File: config.mk
export PLATFORM = sky130hd
export DESIGN_NAME = uart_tx
export DESIGN_NICKNAME = d
export VERILOG_FILES = /design/src/rtl/uart_pkg.sv /design/src/rtl/uart_baudgen.sv /design/src/rtl/uart_tx.sv
export SDC_FILE = /design/constraint.sdc
export NUM_CORES = 1
export LEC_CHECK = 0
export BUFFER_PORTS_ARGS = -buffer_cell sky130_fd_sc_hd__buf_2
export CAP_MARGIN = 20
export CORE_MARGIN = 10
export CORE_UTILIZATION = 63
export DETAILED_ROUTE_END_ITERATION = 6
export GPL_TIMING_DRIVEN = 0
export PLACE_DENSITY = 0.8
export SETUP_SLACK_MARGIN = 0.1
export SYNTH_ARGS = -nofsm -noshare
export SYNTH_HDL_FRONTEND = slang
export SYNTH_SLANG_ARGS = --single-unit
export TNS_END_PERCENT = 1
File: constraint.sdc
create_clock -name clk50m -period 5.8 [get_ports clk50m]
set_input_delay 0.58 -clock clk50m [delete_from_list [all_inputs] [get_ports clk50m]]
set_output_delay 0.58 -clock clk50m [all_outputs]
set_load 0.02 [all_outputs]
File: src/rtl/uart_pkg.sv
// -----------------------------------------------------------------------------
// uart_pkg
// Definitions shared by uart_tx and uart_rx:
//   uart_state_e  frame state machine encoding
//   PARITY_*      values accepted by the PARITY parameter
//   bitcyc()      clocks per bit for a given clock and baud rate (integer divide)
//   cnt_width()   width of a down-counter that must hold bitcyc()-1
// -----------------------------------------------------------------------------
package uart_pkg;

  typedef enum logic [2:0] {
    ST_IDLE   = 3'd0,
    ST_START  = 3'd1,
    ST_DATA   = 3'd2,
    ST_PARITY = 3'd3,
    ST_STOP   = 3'd4
  } uart_state_e;

  localparam int PARITY_NONE = 0;
  localparam int PARITY_ODD  = 1;
  localparam int PARITY_EVEN = 2;

  function automatic int bitcyc(input int fclk, input int fbaud);
    return fclk / fbaud;
  endfunction

  // $clog2(1) is 0, so keep at least one bit for degenerate rates.
  function automatic int cnt_width(input int cyc);
    return (cyc > 1) ? $clog2(cyc) : 1;
  endfunction

endpackage

File: src/rtl/uart_baudgen.sv
// -----------------------------------------------------------------------------
// uart_baudgen
// Loadable down-counter that times one bit period. Load it with BITCYC-1 at the
// start of a bit; 'zero' is high during the last clock of that bit.
// Ports:
//   clk50m    in   system clock
//   rst       in   asynchronous reset, active-high (counter to 0)
//   load      in   load load_val on the next edge (overrides counting)
//   load_val  in   reload value
//   zero      out  counter currently at 0
// -----------------------------------------------------------------------------
module uart_baudgen #(
  parameter int CNT_W = 4
) (
  input  logic             clk50m,
  input  logic             rst,
  input  logic             load,
  input  logic [CNT_W-1:0] load_val,
  output logic             zero
);

  logic [CNT_W-1:0] cnt_q, cnt_d;

  always_comb begin
    cnt_d = cnt_q;
    if (load) begin
      cnt_d = load_val;
    end else if (cnt_q != '0) begin
      cnt_d = cnt_q - CNT_W'(1);
    end
  end

  always_ff @(posedge clk50m or posedge rst) begin
    if (rst) begin
      cnt_q <= '0;
    end else begin
      cnt_q <= cnt_d;
    end
  end

  assign zero = (cnt_q == '0);

endmodule

File: src/rtl/uart_tx.sv
// -----------------------------------------------------------------------------
// uart_tx
// UART transmitter: start bit (0), WIDTH data bits LSB first, optional parity
// bit, STOP_BITS stop bits (1). A one-entry holding register lets the producer
// hand over the next word while a frame is on the line, so frames can go out
// back to back with no idle clock in between.
// Ports:
//   clk50m    in   system clock
//   rst       in   asynchronous reset, active-high
//   tx_data   in   word to send, taken when tx_valid & tx_ready
//   tx_valid  in   producer offers tx_data
//   tx_ready  out  holding register empty
//   tx        out  serial line, idle high, registered
//   tx_busy   out  frame in progress
//   tx_done   out  one-clock pulse right after the last stop bit
// -----------------------------------------------------------------------------
module uart_tx
  import uart_pkg::*;
#(
  parameter int WIDTH     = 8,
  parameter int FCLK      = 50000000,
  parameter int FBAUD     = 115200,
  parameter int PARITY    = 0,
  parameter int STOP_BITS = 1
) (
  input  logic             clk50m,
  input  logic             rst,
  input  logic [WIDTH-1:0] tx_data,
  input  logic             tx_valid,
  output logic             tx_ready,
  output logic             tx,
  output logic             tx_busy,
  output logic             tx_done
);

  localparam int BITCYC = bitcyc(FCLK, FBAUD);
  localparam int CNT_W  = cnt_width(BITCYC);
  localparam int IDX_W  = 4;  // covers up to 9 data bits and 2 stop bits

  localparam logic [CNT_W-1:0] BIT_LOAD  = CNT_W'(BITCYC - 1);
  localparam logic [IDX_W-1:0] LAST_DATA = IDX_W'(WIDTH - 1);
  localparam logic [IDX_W-1:0] LAST_STOP = IDX_W'(STOP_BITS - 1);

  uart_state_e      state_q, state_d;
  logic [WIDTH-1:0] shift_q, shift_d;
  logic [WIDTH-1:0] hold_q, hold_d;
  logic             hold_full_q, hold_full_d;
  logic             par_q, par_d;
  logic [IDX_W-1:0] idx_q, idx_d;
  logic             tx_q, tx_d;
  logic             done_q, done_d;
  logic             baud_load, baud_zero;
  logic             load_word;

  uart_baudgen #(.CNT_W(CNT_W)) u_baud (
    .clk50m   (clk50m),
    .rst      (rst),
    .load     (baud_load),
    .load_val (BIT_LOAD),
    .zero     (baud_zero)
  );

  always_comb begin
    state_d     = state_q;
    shift_d     = shift_q;
    hold_d      = hold_q;
    hold_full_d = hold_full_q;
    par_d       = par_q;
    idx_d       = idx_q;
    tx_d        = tx_q;
    done_d      = 1'b0;
    baud_load   = 1'b0;
    load_word   = 1'b0;

    // Accept only into an empty holding register; a drain needs it full, so the
    // two can never happen on the same edge.
    if (tx_valid && !hold_full_q) begin
      hold_d      = tx_data;
      hold_full_d = 1'b1;
    end

    case (state_q)
      ST_IDLE: begin
        tx_d = 1'b1;
        if (hold_full_q) load_word = 1'b1;
      end
      ST_START: begin
        if (baud_zero) begin
          state_d   = ST_DATA;
          idx_d     = '0;
          tx_d      = shift_q[0];
          shift_d   = shift_q >> 1;
          baud_load = 1'b1;
        end
      end
      ST_DATA: begin
        if (baud_zero) begin
          baud_load = 1'b1;
          if (idx_q == LAST_DATA) begin
            idx_d = '0;
            if (PARITY != PARITY_NONE) begin
              state_d = ST_PARITY;
              tx_d    = par_q;
            end else begin
              state_d = ST_STOP;
              tx_d    = 1'b1;
            end
          end else begin
            idx_d   = idx_q + IDX_W'(1);
            tx_d    = shift_q[0];
            shift_d = shift_q >> 1;
          end
        end
      end
      ST_PARITY: begin
        if (baud_zero) begin
          state_d   = ST_STOP;
          idx_d     = '0;
          tx_d      = 1'b1;
          baud_load = 1'b1;
        end
      end
      ST_STOP: begin
        if (baud_zero) begin
          if (idx_q == LAST_STOP) begin
            done_d = 1'b1;
            if (hold_full_q) begin
              load_word = 1'b1;  // zero-gap: next start bit follows directly
            end else begin
              state_d = ST_IDLE;
              tx_d    = 1'b1;
            end
          end else begin
            idx_d     = idx_q + IDX_W'(1);
            baud_load = 1'b1;
          end
        end
      end
      default: begin
        state_d = ST_IDLE;
        tx_d    = 1'b1;
      end
    endcase

    // Move the held word into the shifter and begin the start bit. Parity is
    // taken from this captured word, never from the live input.
    if (load_word) begin
      state_d     = ST_START;
      shift_d     = hold_q;
      par_d       = (PARITY == PARITY_ODD) ? ~^hold_q : ^hold_q;
      hold_full_d = 1'b0;
      idx_d       = '0;
      tx_d        = 1'b0;
      baud_load   = 1'b1;
    end
  end

  always_ff @(posedge clk50m or posedge rst) begin
    if (rst) begin
      state_q     <= ST_IDLE;
      shift_q     <= '0;
      hold_q      <= '0;
      hold_full_q <= 1'b0;
      par_q       <= 1'b0;
      idx_q       <= '0;
      tx_q        <= 1'b1;
      done_q      <= 1'b0;
    end else begin
      state_q     <= state_d;
      shift_q     <= shift_d;
      hold_q      <= hold_d;
      hold_full_q <= hold_full_d;
      par_q       <= par_d;
      idx_q       <= idx_d;
      tx_q        <= tx_d;
      done_q      <= done_d;
    end
  end

  assign tx       = tx_q;
  assign tx_ready = ~hold_full_q;
  assign tx_busy  = (state_q != ST_IDLE);
  assign tx_done  = done_q;

endmodule

Yosys cells after proc, flatten, opt, wreduce, memory -nomap -nowiden. Index checks and enable logic that the tools add are counted.

Register bits after elaboration: 35. Bits in latches: 0. RAM bits: 0. Memory bits (read-only): 0. Input bits: 11. Logic and storage cells: 90. Memories kept: 0.

Add/sub/neg operators: 2. $mul: 0. Divide/modulo/power cells: 0. Order comparisons: 0. Equality and inequality tests: 16. Shifts and indexed selects: 0. Muxes and demuxes: 46. Bitwise gates (word level): 1. Reduce and logical (&&, ||, !) cells: 17.

Operator list (number): $mux W8 (4); $ne A3 B3 Y1 const B (9); $mux W3 (8); $mux W4 (6); $mux W1 (20); $mux W9 (2); $pmux W8 S2 (1); $pmux W3 S5 (1); $pmux W4 S3 (1); $logic_not A9 Y1 (1); $reduce_bool A9 Y1 (1); $sub A9 B1 Y9 const B (1); $reduce_and A8 Y1 (1); $eq A3 B2 Y1 const B (2); $reduce_and A6 Y1 (1); $reduce_bool A3 Y1 (2); $reduce_and A5 Y1 (1); $add A4 B1 Y4 const B (1); $eq A4 B3 Y1 const B (1); $logic_not A4 Y1 (1); $pmux W1 S2 (2); $pmux W1 S4 (1); $reduce_and A4 Y1 (1); $reduce_bool A2 Y1 (2); other kinds (11) (11).

Depth between registers and ports, before layout. Gate-level depths: netlist of the first run.

Depth in word-level cells: 6. Gate-level depth with buffers: 8. Depth with buffers taken out: 7.

Hierarchy. Synthesis of the first run repeated with hierarchy kept, for this count alone.

Cell total of the unflattened synthesis: 186. Area, all modules: 1960.6 µm².

By module, submodules not included: uart_tx (instances 1, cells an instance 123, area an instance 1405.1 µm², seq. area each 651.9 µm²); uart_baudgen (instances 1, cells an instance 63, area an instance 555.5 µm², seq. area each 225.2 µm²).

Worst setup path before layout of the first run. No wires, ideal clock.

Path kind: reg2reg. Start point: register u_baud.cnt_q[0]. End point: register idx_q[0]. Library setup time: 92 ps. Data arrival time: 2100 ps. Required time: 5708 ps. Slack: 3608 ps. Cell stages (with the launch flop): 8. Buffers on the path: 1. Path through: dfrtp_1 -> inv_1 -> ha_1 -> or4b_4 -> or4_1 -> and3_4 -> buf_6 -> o31ai_2.

Cells in the longest elaborated chain, start to end: 5. Elaborated cells on any way between the ends: 10. Those cells by class: 4 x eq/ne; 3 x mux; 3 x reduce/logical.

Ends and longest elaborated chain: from (decl) (line uart_baudgen.sv:22) `logic [CNT_W-1:0] cnt_q, cnt_d;`; from (signal assigned) (line uart_baudgen.sv:37) `cnt_q <= cnt_d;`; $logic_not A9 Y1 (*) (line uart_baudgen.sv:41) `assign zero = (cnt_q == '0);`; $mux W1 (line uart_tx.sv:124) `if (baud_zero) begin`; $pmux W1 S2 (line uart_tx.sv:82) `case (state_q)`; $ne A3 B3 Y1 (no source line), or another cell as far along; $reduce_and A5 Y1 (no source line); to (signal assigned) (line uart_tx.sv:174) `idx_q <= idx_d;`; to (decl) (line uart_tx.sv:49) `logic [IDX_W-1:0] idx_q, idx_d;`.

Every way passes the cells marked *; elsewhere a longest branch is shown, timed or not. A chain may end at the register's enable or synchronous reset.

Final worst setup path of the first run.
Start point: register u_baud.cnt_q[0]. End point: register shift_q[7].

Cells in the longest elaborated chain, start to end: 5. Elaborated cells on any way between the ends: 9. Those cells by class: 3 x eq/ne; 3 x mux; 3 x reduce/logical.

Ends and longest elaborated chain: $logic_not A9 Y1 (*) (line uart_baudgen.sv:41); $mux W1 (line uart_tx.sv:124); $pmux W1 S2 (line uart_tx.sv:82); $ne A3 B3 Y1 (no source line) or $reduce_bool A3 Y1 (tied branches); $reduce_and A4 Y1 (no source line); to (signal assigned) (line uart_tx.sv:170) `shift_q <= shift_d;`; to (decl) (line uart_tx.sv:45) `logic [WIDTH-1:0] shift_q, shift_d;`.

Marked as above.

==> flow_summary_export.csv, run 1 <==
group,metric,value,unit
outcome,status,"finished clean",
finish,syn_to_final_growth,11.02,%
pwr,p_clk_frac,0.172,
floorplan,dieArea,5358,µm²
cts,clock_latency,0.34,ns
floorplan,io_pins,15,
synthesis,synthFlopType,"dfrtp_1",
synthesis,yosysSeqAreaShare,0.4919,
cts,cts.sinks,35,
synthesis,synth_top_area_share,0.4772,
timing,min_period,2.656,ns
finish,fin_cells,234,
synthesis,synth_area_leaders,"dfrtp_1 (48%), mux2i_1 (4.5%), mux2_2 (4.4%)",
critical_path,critPathKind,"register to register",
pwr,power_frac_seq,0.506,
finish,multi_input_area,830.8,µm²
finish,seqCellArea,877.1,µm²
synthesis,synth_area,1783,µm²
placement,gp_congestion,0.8966,
timing,slew_viol_final,0,
timing,tightest_slew,0.7287,ns
timing,max-slew-margin-rel,0.5073,
synthesis,syn-mean-instance-area,9.905,µm²
placement,dp.cells,226,
floorplan,initial_core_util,0.6522,
routing,drtIter0Drc,51,
finish,nets,217,
timing,rsz0062_at_grt,"false",
cts,cts_tree,"built",
placement,io_buffers,14,
cts,cts.reportedPaths.clkPinSlew,0.11,ns
synthesis,syn_inst,180,
timing,hold_viol,0,
pwr,p_per_area,411.5,nW/µm²
critical_path,worstPathRequired,6.06,ns
finish,drive_gt1_frac,0.1872,
timing,finalSetupViolations,0,
routing,drt-pass1-iter-count,4,
run,max-cap-violations,0,
critical_path,end_kind,"register",
synthesis,synthDistinctLibCells,41,
synthesis,syn_nets,195,
timing,setup_tns,0,ns
floorplan,core,2734,µm²
routing,routed_via_density,6.004,
floorplan,die_width,73.20,µm
synthesis,yosysTopAreaCell,"dfrtp_1",
finish,fillers,196,
routing,num_vias,1405,
finish,antenna_cells,0,
finish,final_util,0.7240,
pwr,comb_power_share,0.322,
timing,finClkSkew,0.008916,ns
routing,wl_per_cell,14.64,µm
floorplan,die_y,73.20,µm
timing,max_freq,376.5,MHz
cts,cts_root_buf,"clkbuf_4",
critical_path,start_kind,"register",
pwr,p_leak,0.9154,nW
pwr,netSwitchingFraction,0.3522,
cts,cts_buffers,5,
routing,ant_nets,0,
cts,cts_resized,0,
synthesis,synth_edf_count,0,
global_route,grt_pass1_wl,5.816,mm
synthesis,synthArstFlopShare,1.000,
floorplan,row_count,19,
routing,drc,0,
pwr,switching_power,0.0002869,W
cts,h-tree-depth,2,
critical_path,reg2regPathDepth,8,
pwr,peakVddDrop,0.0003453,V
timing,fin_crit_sh,0.4580,
routing,wl,3.425,mm
global_route,grt_antenna_before_repair,0,
worst_hold_path,hold_class,"input pin to async pin",
synthesis,ys_ff_latch,35,
critical_path,critPathMaxFanout,10,
global_route,grt.total_usage,0.1369,
pwr,p_int,0.0005276,W
critical_path,critical_path_arrival,2.92,ns
global_route,grt_pass1_vias,1406,
cts,postCtsSetupBuffers,0,
placement,dp_hpwl,2.604,mm
global_route,globalRoute.totalOverflow,0,
synthesis,ys_warn_count,0,
cts,clockBufferDepth,2,
cts,cts-hold-fix-buffers,0,
global_route,grt_max_degree,26,
==> metrics by stage <==
stage	worst slack [ns]	cell area, µm²	power (W)	hold WS [ns]
2_1_floorplan	3.608	1783	0.0006072	0.4681
3_3_place_gp	3.263	1892	0.0006578	0.4864
3_5_place_dp	3.200	1919	0.0006791	0.4890
4_1_cts	3.180	1979	0.0008181	0.2450
5_1_grt	2.877	1979	0.0008734	0.2478
6_report	3.144	1979	0.0008146	0.2374
==> layer usage <==
metal  share of wire  global-route usage  vias to the layer above
met5               0                   0                        -
met4           0.020             0.08861                        0
met3           0.046             0.04898                        9
met2            0.52              0.2359                       34
met1            0.42              0.1348                      680
li1                -                   -                      682
==> logic make-up (layout without fill, tap and decap cells) <==
kind of cell               Yosys count  in the layout  synth area share
and+or+nand+nor                     69             69            0.2105
AOI/OAI and AO/OA                   37             37            0.1284
DFF                                 35             35            0.4919
buffers and inverters               18             41           0.04211
muxes                               15             15           0.08913
adders and majority gates            4              4           0.02807
xor gates and xnor gates             2              2          0.009826
==> flip-flops by register name, indices dropped and copies added, names as in the netlist <==
signal and count:
tx_done 1, hold_full_q 1, u_baud.cnt_q 9, state_q 3
hold_q 8, idx_q 4, shift_q 8, tx 1
==> cell usage in the layout (no fill, tap or decap), types with 2 or more instances in the layout <==
cell type   n
a21o_1      2
a21oi_1    11
buf_2      14
clkbuf_1    8
clkbuf_4    5
dfrtp_1    34
ha_1        4
inv_1      10
mux2_2      7
mux2i_1     8
nand2_1    17
nand2b_1    2
nand3_1    10
nand4b_1    3
nor2_1     17
nor2b_1     2
nor3b_1     2
o21ai_0    12
o31ai_1     3
or3_1       4
or4_1       3
==> power by group through the flow <==
stage | Combinational [W] | Sequential, W | Clock (W)
4_1_cts | 0.000265 | 0.000410 | 0.000143
2_1_floorplan | 0.000207 | 0.000400 | 0
3_5_place_dp | 0.000264 | 0.000415 | 0
3_3_place_gp | 0.000250 | 0.000408 | 0
6_report | 0.000262 | 0.000412 | 0.000140
5_1_grt | 0.000297 | 0.000425 | 0.000152
==> cells in the mapped netlist (all sizes together) (3+ instances only) <==
library cell / count
a21oi: 11
clkbuf: 7
dfrtp: 34
ha: 4
inv: 10
mux2: 7
mux2i: 8
nand2: 17
nand3: 10
nand4b: 3
nor2: 17
o21ai: 12
o31ai: 4
or3: 4
or4: 4
==> final cells by class <==
type | count | area share
sequential | 35 | 0.4431
multi-input combinational | 127 | 0.4197
timing repair buffer | 15 | 0.04930
clock buffer | 7 | 0.02781
tap | 31 | 0.01960
buffer | 8 | 0.01896
inverter | 10 | 0.01896
clock inverter | 1 | 0.002528
==> worst max-delay path, stage by stage, from the launching register on <==
cell	delay (ns)
dfrtp_1	0.41
inv_1	0.15
ha_1	0.22
nor4b_1	0.62
nand3_1	0.26
a21o_1	0.23
clkbuf_1	0.22
clkbuf_1	0.28
o21ai_0	0.19
==> path summary, 6_finish.rpt <==
path | startpoint | to | slack, ns
min reg2reg | tx | tx | 0.50
min in group clk50m | tx_data[7] | hold_q[7] | 0.44
max reg2reg | u_baud.cnt_q[0] | shift_q[7] | 3.14
min | rst | idx_q[1] | 0.24
max in group asynchronous | rst | tx | 5.00
max | u_baud.cnt_q[0] | shift_q[7] | 3.14
Note: power is estimated with default switching activity, not from simulation.
==> run 2: changes to the inputs <==
CORE_UTILIZATION = 58   (was 63)
PLACE_DENSITY = 0.75   (was 0.8)
clock period = 2.5 ns   (was 5.8 ns; I/O delays follow)
==> run 2 against run 1 <==
Via count increased by 0.64%. Register-to-register slack got worse by 2.9 ns. Sequential power grew 130%. Largest cell class unchanged. Highest routed layer unchanged. Setup slack lost 2.9 ns. Critical path depth fell by 1.
==> flow_summary_export.csv, run 2 (synthesis gave the netlist of run 1 again) <==
group,metric,value,unit
critical_path,critical_path_arrival,2.55,ns
run,max-cap-violations,0,
routing,wl,3.553,mm
critical_path,cp_cell_sequence,"inv_2 -> ha_2 -> or4b_4 -> or4_1 -> and3_4 -> buf_6 -> o31ai_2",
routing,drtIter0Drc,76,
global_route,grt_pass1_wl,6.168,mm
cts,h-tree-depth,2,
floorplan,die_y,75.45,µm
cts,cts_tree,"built",
pwr,p_leak,0.9462,nW
finish,layout_commonest_cell,"dfrtp_1",
timing,tightest_slew,0.6233,ns
finish,reg_top3,"u_baud.cnt_q (9), hold_q (8), shift_q (8)",
critical_path,regToRegStartpoint,"u_baud.cnt_q[0]",
finish,final_cell_mix,"dfrtp_1 (34), nor2_1 (17), nand2_1 (17)",
critical_path,reg2reg_to,"idx_q[0]",
routing,routed_via_density,5.867,
global_route,grt_pass1_vias,1434,
finish,nets,222,
critical_path,critical_path.max_stage_delay,0.50,ns
critical_path,crit_path_start,"u_baud.cnt_q[0]",
global_route,grt_max_degree,23,
floorplan,row_count,20,
finish,syn_to_final_growth,15.09,%
global_route,grt.total_usage,0.1376,
finish,largest_register_ffs,9,
placement,place_area,1922,µm²
critical_path,critical_path_buf_inv_count,2,
routing,num_vias,1414,
worst_hold_path,hold_class,"input pin to register",
critical_path,cp.depth,7,
critical_path,critPathKind,"register to register",
timing,min_period,2.305,ns
floorplan,dieArea,5692,µm²
timing,max-slew-margin-rel,0.5840,
pwr,p_per_area,961.6,nW/µm²
routing,drc,0,
timing,fin_crit_sh,0.9221,
timing,fin_ws,0.1948,ns
finish,drive_gt1_frac,0.2356,
pwr,peakVddDrop,0.0006152,V
timing,hold_viol,0,
timing,max_freq,433.8,MHz
cts,cts_root_buf,"clkbuf_4",
critical_path,r2r_setup_slack,0.19,ns
critical_path,worstPathRequired,2.75,ns
floorplan,die_width,75.45,µm
placement,dp_slack,-0.1110,ns
critical_path,start_kind,"register",
timing,finalSetupViolations,0,
floorplan,io_pins,15,
timing,finClkSkew,0.009005,ns
timing,rsz0062_at_grt,"false",
placement,io_buffers,14,
cts,cts_buffers,5,
critical_path,critPathMaxFanout,10,
critical_path,reg2regPathDepth,7,
routing,ant_nets,0,
routing,wl_per_cell,14.74,µm
finish,final_area,2052,µm²
placement,dp_hpwl,2.497,mm
routing,drt-pass1-iter-count,4,
cts,clock_latency,0.33,ns
cts,cts.sinks,35,
cts,clockBufferDepth,2,
floorplan,initial_core_util,0.5938,
critical_path,slowest_stage,"or4_1",
finish,antenna_cells,0,
floorplan,core,3003,µm²
placement,gp_congestion,0.8163,
global_route,globalRoute.totalOverflow,0,
timing,slew_viol_final,0,
finish,regMostFlops,"u_baud.cnt_q",
cts,cts.reportedPaths.clkPinSlew,0.11,ns
critical_path,end_kind,"register",
critical_path,worstSetupEndpoint,"idx_q[0]",
global_route,grt_antenna_before_repair,0,
outcome,status,"finished clean",
critical_path,cp_top_family,"simple AND/OR/NAND/NOR gates",
[run 2: area by class of cell]
class / instances / area (µm²)
Tap cell: 33 / 41.29
Multi-Input combinational cell: 127 / 859.6
Buffer: 8 / 38.79
Sequential cell: 35 / 877.1
Clock buffer: 7 / 55.05
Clock inverter: 1 / 5.005
Fill cell: 230 / 950.9
Timing Repair Buffer: 20 / 137.6
Inverter: 10 / 37.54
[run 2: worst register-to-register path, stage by stage, from the launching register on]
cell     delay [ns]
dfrtp_1        0.41
inv_2          0.10
ha_2           0.20
or4b_4         0.48
or4_1          0.51
and3_4         0.17
buf_6          0.14
o31ai_2        0.21
[run 2: per-stage QoR]
| step | std cells | hold slack [ns] | setup TNS (ns) | util | power, W |
|---|---|---|---|---|---|
| after floorplan | 180 | 0.3668 | 0 | - | 0.001409 |
| after global placement | 227 | 0.4578 | -0.3626 | 0.6308 | 0.001529 |
| after detailed placement | 228 | 0.3567 | -0.6931 | 0.6400 | 0.001571 |
| after CTS | 237 | 0.1036 | 0 | 0.6654 | 0.001900 |
| after global routing | 241 | 0.1150 | 0 | 0.6833 | 0.002141 |
| final | 241 | 0.1144 | 0 | 0.6833 | 0.001973 |
[run 2: worst min path at each step]
stage | slack, ns | to | depth (start not counted) | start
after detailed placement | 0.36 | hold_q[7] | 2 | rst
final | 0.11 | hold_q[7] | 3 | tx_data[7]
after global routing | 0.12 | hold_q[7] | 3 | tx_data[7]
after global placement | 0.46 | hold_q[7] | 3 | tx_data[7]
after CTS | 0.10 | hold_q[7] | 3 | tx_data[7]
after floorplan | 0.37 | hold_q[7] | 2 | tx_data[7]
[run 2: layer usage]
layer / track usage / routed length (µm) / vias to the layer above
li1: - / - / 687
met1: 0.1486 / 1496 / 677
met2: 0.2446 / 1851 / 45
met3: 0.04427 / 160 / 5
met4: 0.05155 / 44 / 0
met5: 0 / 0 / -
[run 2: repair_timing]
item	in CTS	in global routing
hold buffers	1	0
endpoints found under the hold margin	9	0
setup buffers	0	4
pin swaps	0	0
setup endpoints to repair	10	16
gates cloned	0	0
resized for setup	1	8
[run 2: report_power, final]
| part | internal [W] | switching [W] | total (W) |
|---|---|---|---|
| clock | 0.000136 | 0.000185 | 0.000322 |
| sequential | 0.000793 | 0.000174 | 0.000968 |
| combinational | 0.000349 | 0.000335 | 0.000684 |
| total | 0.00128 | 0.000695 | 0.00197 |
